--- src/rtl/apb3_arb_pkg.sv ---
// apb3_arb_pkg: shared types and constants for the APB3 round-robin arbiter
package apb3_arb_pkg;

    typedef enum logic [1:0] {IDLE, SETUP, ACCESS} state_t;

    localparam int TimeoutCntWidth = 16;

    function automatic int IdxWidth(input int n);
        return (n > 2) ? $clog2(n) : 1;
    endfunction

endpackage

--- src/rtl/apb3_rr_picker.sv ---
// apb3_rr_picker: combinational round-robin pick of the first request at or above ptr, with wrap
module apb3_rr_picker
    import apb3_arb_pkg::*;
#(
    parameter int N = 2,
    parameter int W = IdxWidth(N)
) (
    input  logic [N-1:0] req,
    input  logic [W-1:0] ptr,
    output logic         valid,
    output logic [W-1:0] idx
);

    // scan from the farthest offset down so the nearest request to ptr is the last one written
    always_comb begin
        valid = 1'b0;
        idx = '0;
        for (int k = N - 1; k >= 0; k--) begin
            if (req[(int'(ptr) + k) % N]) begin
                valid = 1'b1;
                idx = W'((int'(ptr) + k) % N);
            end
        end
    end

endmodule

--- src/rtl/apb3_rr_arbiter.sv ---
// apb3_rr_arbiter: round-robin sharing of one APB3 completer between several APB3 requesters
module apb3_rr_arbiter
    import apb3_arb_pkg::*;
#(
    parameter int NumRequesters = 2,
    parameter int AddressWidth  = 20,
    parameter int DataWidth     = 32,
    parameter int TimeoutCycles = 64
) (
    input  logic                                 clk,
    input  logic                                 rst,
    input  logic [NumRequesters-1:0]             s_psel,
    input  logic [NumRequesters-1:0]             s_penable,
    input  logic [NumRequesters-1:0]             s_pwrite,
    input  logic [NumRequesters*AddressWidth-1:0] s_paddr,
    input  logic [NumRequesters*DataWidth-1:0]   s_pwdata,
    output logic [NumRequesters*DataWidth-1:0]   s_prdata,
    output logic [NumRequesters-1:0]             s_pready,
    output logic [NumRequesters-1:0]             s_pslverr,
    output logic                                 m_psel,
    output logic                                 m_penable,
    output logic                                 m_pwrite,
    output logic [AddressWidth-1:0]              m_paddr,
    output logic [DataWidth-1:0]                 m_pwdata,
    input  logic [DataWidth-1:0]                 m_prdata,
    input  logic                                 m_pready,
    input  logic                                 m_pslverr,
    output logic                                 grant_valid,
    output logic [IdxWidth(NumRequesters)-1:0]   grant_idx
);

    localparam int IW = IdxWidth(NumRequesters);
    localparam int CW = TimeoutCntWidth;

    state_t            r_state, w_next;
    logic [IW-1:0]     r_win, r_ptr, w_pick_idx;
    logic              w_pick_valid;
    logic [AddressWidth-1:0] r_addr;
    logic              r_write;
    logic [DataWidth-1:0] r_wdata;
    logic [CW-1:0]     r_cnt;
    logic              w_busy, w_acc, w_tmo, w_done;

    apb3_rr_picker #(.N(NumRequesters), .W(IW)) u_picker (
        .req   (s_psel),
        .ptr   (r_ptr),
        .valid (w_pick_valid),
        .idx   (w_pick_idx)
    );

    assign w_busy = (r_state != IDLE);
    assign w_acc  = (r_state == ACCESS);
    // a response on the final allowed cycle wins over the abort
    assign w_tmo  = (TimeoutCycles != 0) && (r_cnt == CW'(TimeoutCycles - 1)) && !m_pready;
    assign w_done = w_acc && (m_pready || w_tmo);

    // state register
    always_ff @(posedge clk or posedge rst) begin
        if (rst) r_state <= IDLE;
        else     r_state <= w_next;
    end

    // next state: every completion returns to IDLE so a stale psel is never re-granted
    always_comb begin
        w_next = r_state;
        case (r_state)
            IDLE:    w_next = w_pick_valid ? SETUP : IDLE;
            SETUP:   w_next = ACCESS;
            ACCESS:  w_next = w_done ? IDLE : ACCESS;
            default: w_next = IDLE;
        endcase
    end

    // latch the winner's request in IDLE, count ACCESS cycles, advance the pointer past the winner
    always_ff @(posedge clk or posedge rst) begin
        if (rst) begin
            r_win   <= '0;
            r_ptr   <= '0;
            r_addr  <= '0;
            r_write <= 1'b0;
            r_wdata <= '0;
            r_cnt   <= '0;
        end else begin
            if (r_state == IDLE && w_pick_valid) begin
                r_win   <= w_pick_idx;
                r_addr  <= s_paddr[w_pick_idx*AddressWidth +: AddressWidth];
                r_write <= s_pwrite[w_pick_idx];
                r_wdata <= s_pwdata[w_pick_idx*DataWidth +: DataWidth];
            end
            r_cnt <= w_acc ? r_cnt + CW'(1) : '0;
            if (w_done) r_ptr <= (r_win == IW'(NumRequesters - 1)) ? '0 : r_win + IW'(1);
        end
    end

    // downstream drive and response routing to the winner only
    always_comb begin
        m_psel      = w_busy;
        m_penable   = w_acc;
        m_pwrite    = w_busy && r_write;
        m_paddr     = w_busy ? r_addr : '0;
        m_pwdata    = w_busy ? r_wdata : '0;
        grant_valid = w_busy;
        grant_idx   = w_busy ? r_win : '0;
        s_pready    = '0;
        s_pslverr   = '0;
        s_prdata    = '0;
        s_pready[r_win]  = w_done;
        s_pslverr[r_win] = w_done && (!m_pready || m_pslverr);
        s_prdata[r_win*DataWidth +: DataWidth] = (w_done && m_pready) ? m_prdata : '0;
    end

    // a requester must never raise PENABLE without PSEL
    a_penable_needs_psel: assert property (@(posedge clk) disable iff (rst) (s_penable & ~s_psel) == '0);

endmodule

--- config.mk ---
export PLATFORM = sky130hd
export DESIGN_NAME = apb3_rr_arbiter
export DESIGN_NICKNAME = d
export VERILOG_FILES = /design/src/rtl/apb3_arb_pkg.sv /design/src/rtl/apb3_rr_picker.sv /design/src/rtl/apb3_rr_arbiter.sv
export SDC_FILE = /design/constraint.sdc
export NUM_CORES = 1
export LEC_CHECK = 0
export ABC_AREA = 1
export CAP_MARGIN = 20
export CORE_MARGIN = 2
export CORE_UTILIZATION = 38
export DETAILED_ROUTE_END_ITERATION = 8
export PLACE_DENSITY = 0.79
export RECOVER_POWER = 50
export SYNTH_ARGS = -nofsm -noshare
export SYNTH_HDL_FRONTEND = slang
export SYNTH_SLANG_ARGS = --single-unit
--- constraint.sdc ---
create_clock -name clk -period 3.15 [get_ports clk]
set_clock_uncertainty 0.15 [all_clocks]
set_input_delay 0.63 -clock clk [delete_from_list [all_inputs] [get_ports clk]]
set_output_delay 0.63 -clock clk [all_outputs]
set_load 0.01 [all_outputs]
Word level (Yosys, flattened, before mapping)
Index checks and enable logic that the tools add are counted.
{ "word_totals": {"ff_bits": 73, "word_cells": 62} }
{ "classes": {"n_bitwise": 4, "n_eq_ne": 3, "n_mul": 1, "n_reduce_logical": 12, "magnitude_cmp": 5, "addsub": 4, "shift": 4, "n_mux": 22} }
{ "op_table": {"columns": ["op", "n"], "rows": [
  ["64-bit bitwise AND", 1],
  ["32-bit two-way mux", 2],
  ["32-bit by 34-bit variable shift with 64-bit output (first input constant)", 1],
  ["32-bit by 34-bit variable part select with 64-bit output", 1],
  ["64-bit by 7-bit variable part select with 32-bit output", 1],
  ["40-bit by 7-bit variable part select with 20-bit output", 1],
  ["6-bit negation with 34-bit output", 1],
  ["20-bit two-way mux", 1],
  ["16-bit by 1-bit adder with 16-bit output (second input constant)", 1],
  ["16-bit by 6-bit == test with 1-bit output (second input constant)", 1],
  ["16-bit two-way mux", 1],
  ["1-bit two-way mux", 15],
  ["1-bit logical AND", 7],
  ["1-bit by 2-bit less-than comparator with 1-bit output (second input constant)", 3],
  ["2-bit one-hot mux with 3 select lines", 1],
  ["2-bit bitwise AND", 2],
  ["1-bit by 3-bit multiplier with 4-bit output (second input constant)", 1],
  ["2-bit by 3-bit less-than comparator with 1-bit output (second input constant)", 1],
  ["1-bit adder (second input constant)", 2],
  ["2-bit by 1-bit == test with 1-bit output (second input constant)", 1],
  ["2-bit == test (second input constant)", 1],
  ["2-bit zero test", 1],
  ["1-bit logical OR", 2],
  ["2-bit two-way mux", 1],
  ["5 further kinds", 5]
]} }

Longest topological paths before layout
{ "logic_depth": {"word_depth": 9, "mapped_depth": 9} }

Hierarchy
From an unflattened synthesis, not the netlist that was laid out.
{ "hier_totals": {"cells_unflattened": 659, "hier_area_um2": 4722.0} }
{ "by_module_without_submodules": {"columns": ["module", "n_inst", "cells_each", "seq_area_each_um2", "area_each_um2"], "rows": [
  ["apb3_rr_arbiter", 1, 655, 1826.8, 4703.3],
  ["apb3_rr_picker", 1, 4, 0.0, 18.8]
]} }

Worst setup path after synthesis
No wires, ideal clock.
{ "synth_path": {"path_type": "in2out", "start": "input port m_pready", "end": "output port s_prdata[10]", "path_buffers": 1, "path_stages": 3, "path_slack_ns": 1.212, "arrival_ns": 1.158, "required_ns": 2.370, "cell_sequence": "nand2_2 buf_2 nor3_1"} }
{ "synth_between": {"elab_chain_len": 8} }
{ "synth_lines": {"columns": ["item", "line_no", "text"], "rows": [
  ["from (decl)", "apb3_rr_arbiter.sv:26", "input logic m_pready,"],
  ["1-bit zero test", "apb3_rr_arbiter.sv:54", "assign w_tmo = (TimeoutCycles != 0) && (r_cnt == CW'(TimeoutCycles - 1)) && !m_pready;"],
  ["1-bit logical AND", "apb3_rr_arbiter.sv:54", null],
  ["1-bit logical OR", "apb3_rr_arbiter.sv:55", "assign w_done = w_acc && (m_pready || w_tmo);"],
  ["1-bit logical AND", "apb3_rr_arbiter.sv:55", null],
  ["1-bit logical AND (*)", "apb3_rr_arbiter.sv:109", "s_prdata[r_win*DataWidth +: DataWidth] = (w_done && m_pready) ? m_prdata : '0;"],
  ["32-bit two-way mux (*)", "apb3_rr_arbiter.sv:109", null],
  ["32-bit by 34-bit variable part select with 64-bit output (*)", "apb3_rr_arbiter.sv:109", null],
  ["64-bit bitwise AND (no line) (*)", null, null],
  ["to (decl)", "apb3_rr_arbiter.sv:17", "output logic [NumRequesters*DataWidth-1:0] s_prdata,"]
]} }
Mark *: on every way between the ends. The rest lies on a longest branch, timed or not.

Final worst setup path
{ "layout_path": {"start": "input port m_pready", "end": "output port s_prdata[35]"} }
The elaborated chain is that of the path after synthesis.

==> qor.csv <==
stage,metric,value,unit
sta,finalMaxSlewViolations,0,
synth,synth_area,4360,um^2
global_routing,grt_max_degree,65,
routing,vias,5006,
final_layout,fin_nets,1001,
setup_path,crit_chain,clkdlybuf4s50_1 -> nand2_2 -> buf_12 -> nor3_1 -> buf_4 -> clkdlybuf4s50_1,
synth,synth_cell_type_count,28,
synth,syn_inst,606,
place,dpl-instance-area,7140,um^2
final_layout,instances_no_fill,1002,
min_path,holdPathEnd,r_cnt[0],
status,outcome,finished clean,
final_layout,drive_gt1_share,5.70,%
sta,finalSetupViolations,0,
power,ir_drop,0.000499,V
setup_path,crit_buf_inv,4,
setup_path,path_common_cell,clkdlybuf4s50_1,
routing,wire_per_inst,14.3,um
floorplan,rows,39,
setup_path,critPathKind,input port to output pin,
setup_path,cp_top_family,buffers and inverters,
job,cap_violations,0,
setup_path,crit_path_start_kind,input port,
sta,tightest_slew,1.25,ns
floorplan,die_h,111,um
floorplan,io_pins,271,
routing,drtIter0Drc,194,
global_routing,overflow,0,
final_layout,final_util,65.3,%
cts,ctsLongestPathBuffers,2,
place,routabilityCongestion,0.839,
routing,ant_nets,0,
routing,dr.pass1.iters,5,
synth,syn_nets,753,
sta,setup_slack,0.151,ns
sta,period_share,95.2,%
global_routing,grt_pass1_wl,23.1,mm
sta,fin_tns_setup,0,ns
sta,slew_headroom,16.8,%
synth,ys_seq_area_share,41.9,%
setup_path,reg2reg_slack,0.83,ns
global_routing,grt_pass1_vias,4922,
final_layout,antennaDiodeCount,0,
setup_path,cp.required,2.37,ns
setup_path,crit_path_end_kind,output pin,
final_layout,finalInstanceArea,7390,um^2
min_path,hold_class,register to register,
setup_path,crit_fanout,64,
synth,ys_ff_latch,73,
sta,hold_violations,0,
final_layout,final_cell_mix,"264 x clkdlybuf4s50_1, 138 x nor2_1, 102 x inv_1, 73 x dfrtp_1, 68 x nor3_1",
cts,path_clk_slew,0.05,ns
setup_path,cpMaxStageDelayCell,clkdlybuf4s50_1,
setup_path,r2r_cells,6,
sta,rsz0062_at_grt,false,
power,leakagePower,3.16,nW
power,p_per_area,771,nW/um^2
sta,timing.fmax,333,MHz
cts,clock-sinks,73,
floorplan,die_w,111,um
min_path,hold_path_depth,1,
final_layout,final_common_cell,clkdlybuf4s50_1,
sta,hold_slack,0.311,ns
cts,cts_hold_buf,0,
cts,cts_buffers,9,
final_layout,area_growth_syn_to_layout,69.6,%
place,dp.cells,986,
cts,cts-htree-levels,3,
global_routing,antenna_found_initial,0,
setup_path,r2r_start,r_state[0],
setup_path,arrival,2.22,ns
cts,clock_latency,0.33,ns
synth,yosys_warnings,0,
routing,routed_wl,14.4,mm
synth,avgSynthCellArea,7.20,um^2
setup_path,r2r_end,r_wdata[19],
cts,cts_tree,done,
min_path,hp-start,r_cnt[0],
place,detailed_place_hpwl,10.8,mm
floorplan,die-area,12300,um^2
global_routing,track_usage,22.8,%
setup_path,crit_path_max_incr_delay,0.53,ns
place,dpl_worst_slack,0.164,ns
cts,cts_root_buf,clkbuf_16,
floorplan,core,11300,um^2
routing,drc,0,
floorplan,start_util,38.5,%
place,numPortBuffers,268,
routing,viasPerCell,5.00,
sta,fin_crit,3.00,ns
power,totalPowerFinal,5.70,mW
## area by class of cell
cell class | instances | area (um^2)
clock buffers | 11 | 243
fillers | 928 | 3930
well taps | 143 | 179
flip-flops and latches | 73 | 1830
inverters | 107 | 404
clock inverters | 5 | 78.8
repair buffers | 278 | 2790
multi-input cells | 385 | 1870
## timing repair
| action | 4_1_cts | 5_1_grt |
|---|---|---|
| gates resized for setup | 1 | 0 |
| setup buffers | 0 | 0 |
| setup endpoints to repair | 1 | 0 |
## worst reg2reg max path: cells and delay by family (launching register included)
family                 cells  cell delay [ns]
buffers and inverters      2             0.36
and+or+nand+nor            2             0.99
DFF                        1             0.40
AOI/OAI and AO/OA          2             0.33
## logic make-up after synthesis
group,share of synthesized area [%]
buffers and inverters,14.1
AO/OA/AOI/OAI,17.4
flip-flops,41.9
AND/OR/NAND/NOR,26.4
adder cells (fa/ha/maj),0.287
## flip-flops by register name, indices dropped and copies added, names as in the netlist
register / count
r_wdata: 32
r_write: 1
r_ptr: 1
r_cnt: 16
r_state: 2
r_addr: 20
r_win: 1
## synth_stat cells (all sizes together)
cell	n	area share, %
nor2	141	13
inv	107	9.2
dfrtp	73	42
nor3	68	8.1
o21ai	62	7.1
o22ai	53	9.0
nand2	39	3.9
buf	35	4.3
a21oi	9	1.0
nand3	9	1.1
clkbuf	6	0.52
ha	1	0.29
nand4	1	0.14
o21bai	1	0.17
or2	1	0.14
## layer usage
| layer | vias to the layer above | global-route usage [%] | routed length, um | part of all wire (%) |
|---|---|---|---|---|
| li1 | 2441 | - | - | - |
| met1 | 2294 | 25.4 | 5580 | 39 |
| met3 | 28 | 6.23 | 1170 | 8.2 |
| met5 | - | 0 | 0 | 0 |
| met2 | 243 | 41.0 | 7160 | 50 |
| met4 | 0 | 9.47 | 449 | 3.1 |
## where the power goes
group / total [mW] / switching (mW) / internal (mW)
Combinational: 3.19 / 1.70 / 1.48
Sequential: 1.42 / 0.108 / 1.32
Clock: 1.09 / 0.376 / 0.713
## how the worst max path moves through the flow
| stage | start | endpoint | slack [ns] | cells after the start |
|---|---|---|---|---|
| floorplan | rst | r_addr[0] | 0.52 | 1 |
| global placement | m_pready | s_prdata[35] | 0.17 | 6 |
| detailed placement | m_pready | s_prdata[35] | 0.16 | 6 |
| CTS | m_pready | s_prdata[35] | 0.16 | 6 |
| global route | m_pready | s_prdata[35] | 0.04 | 6 |
| finish | m_pready | s_prdata[35] | 0.15 | 6 |
(Power assumes the default switching activity.)
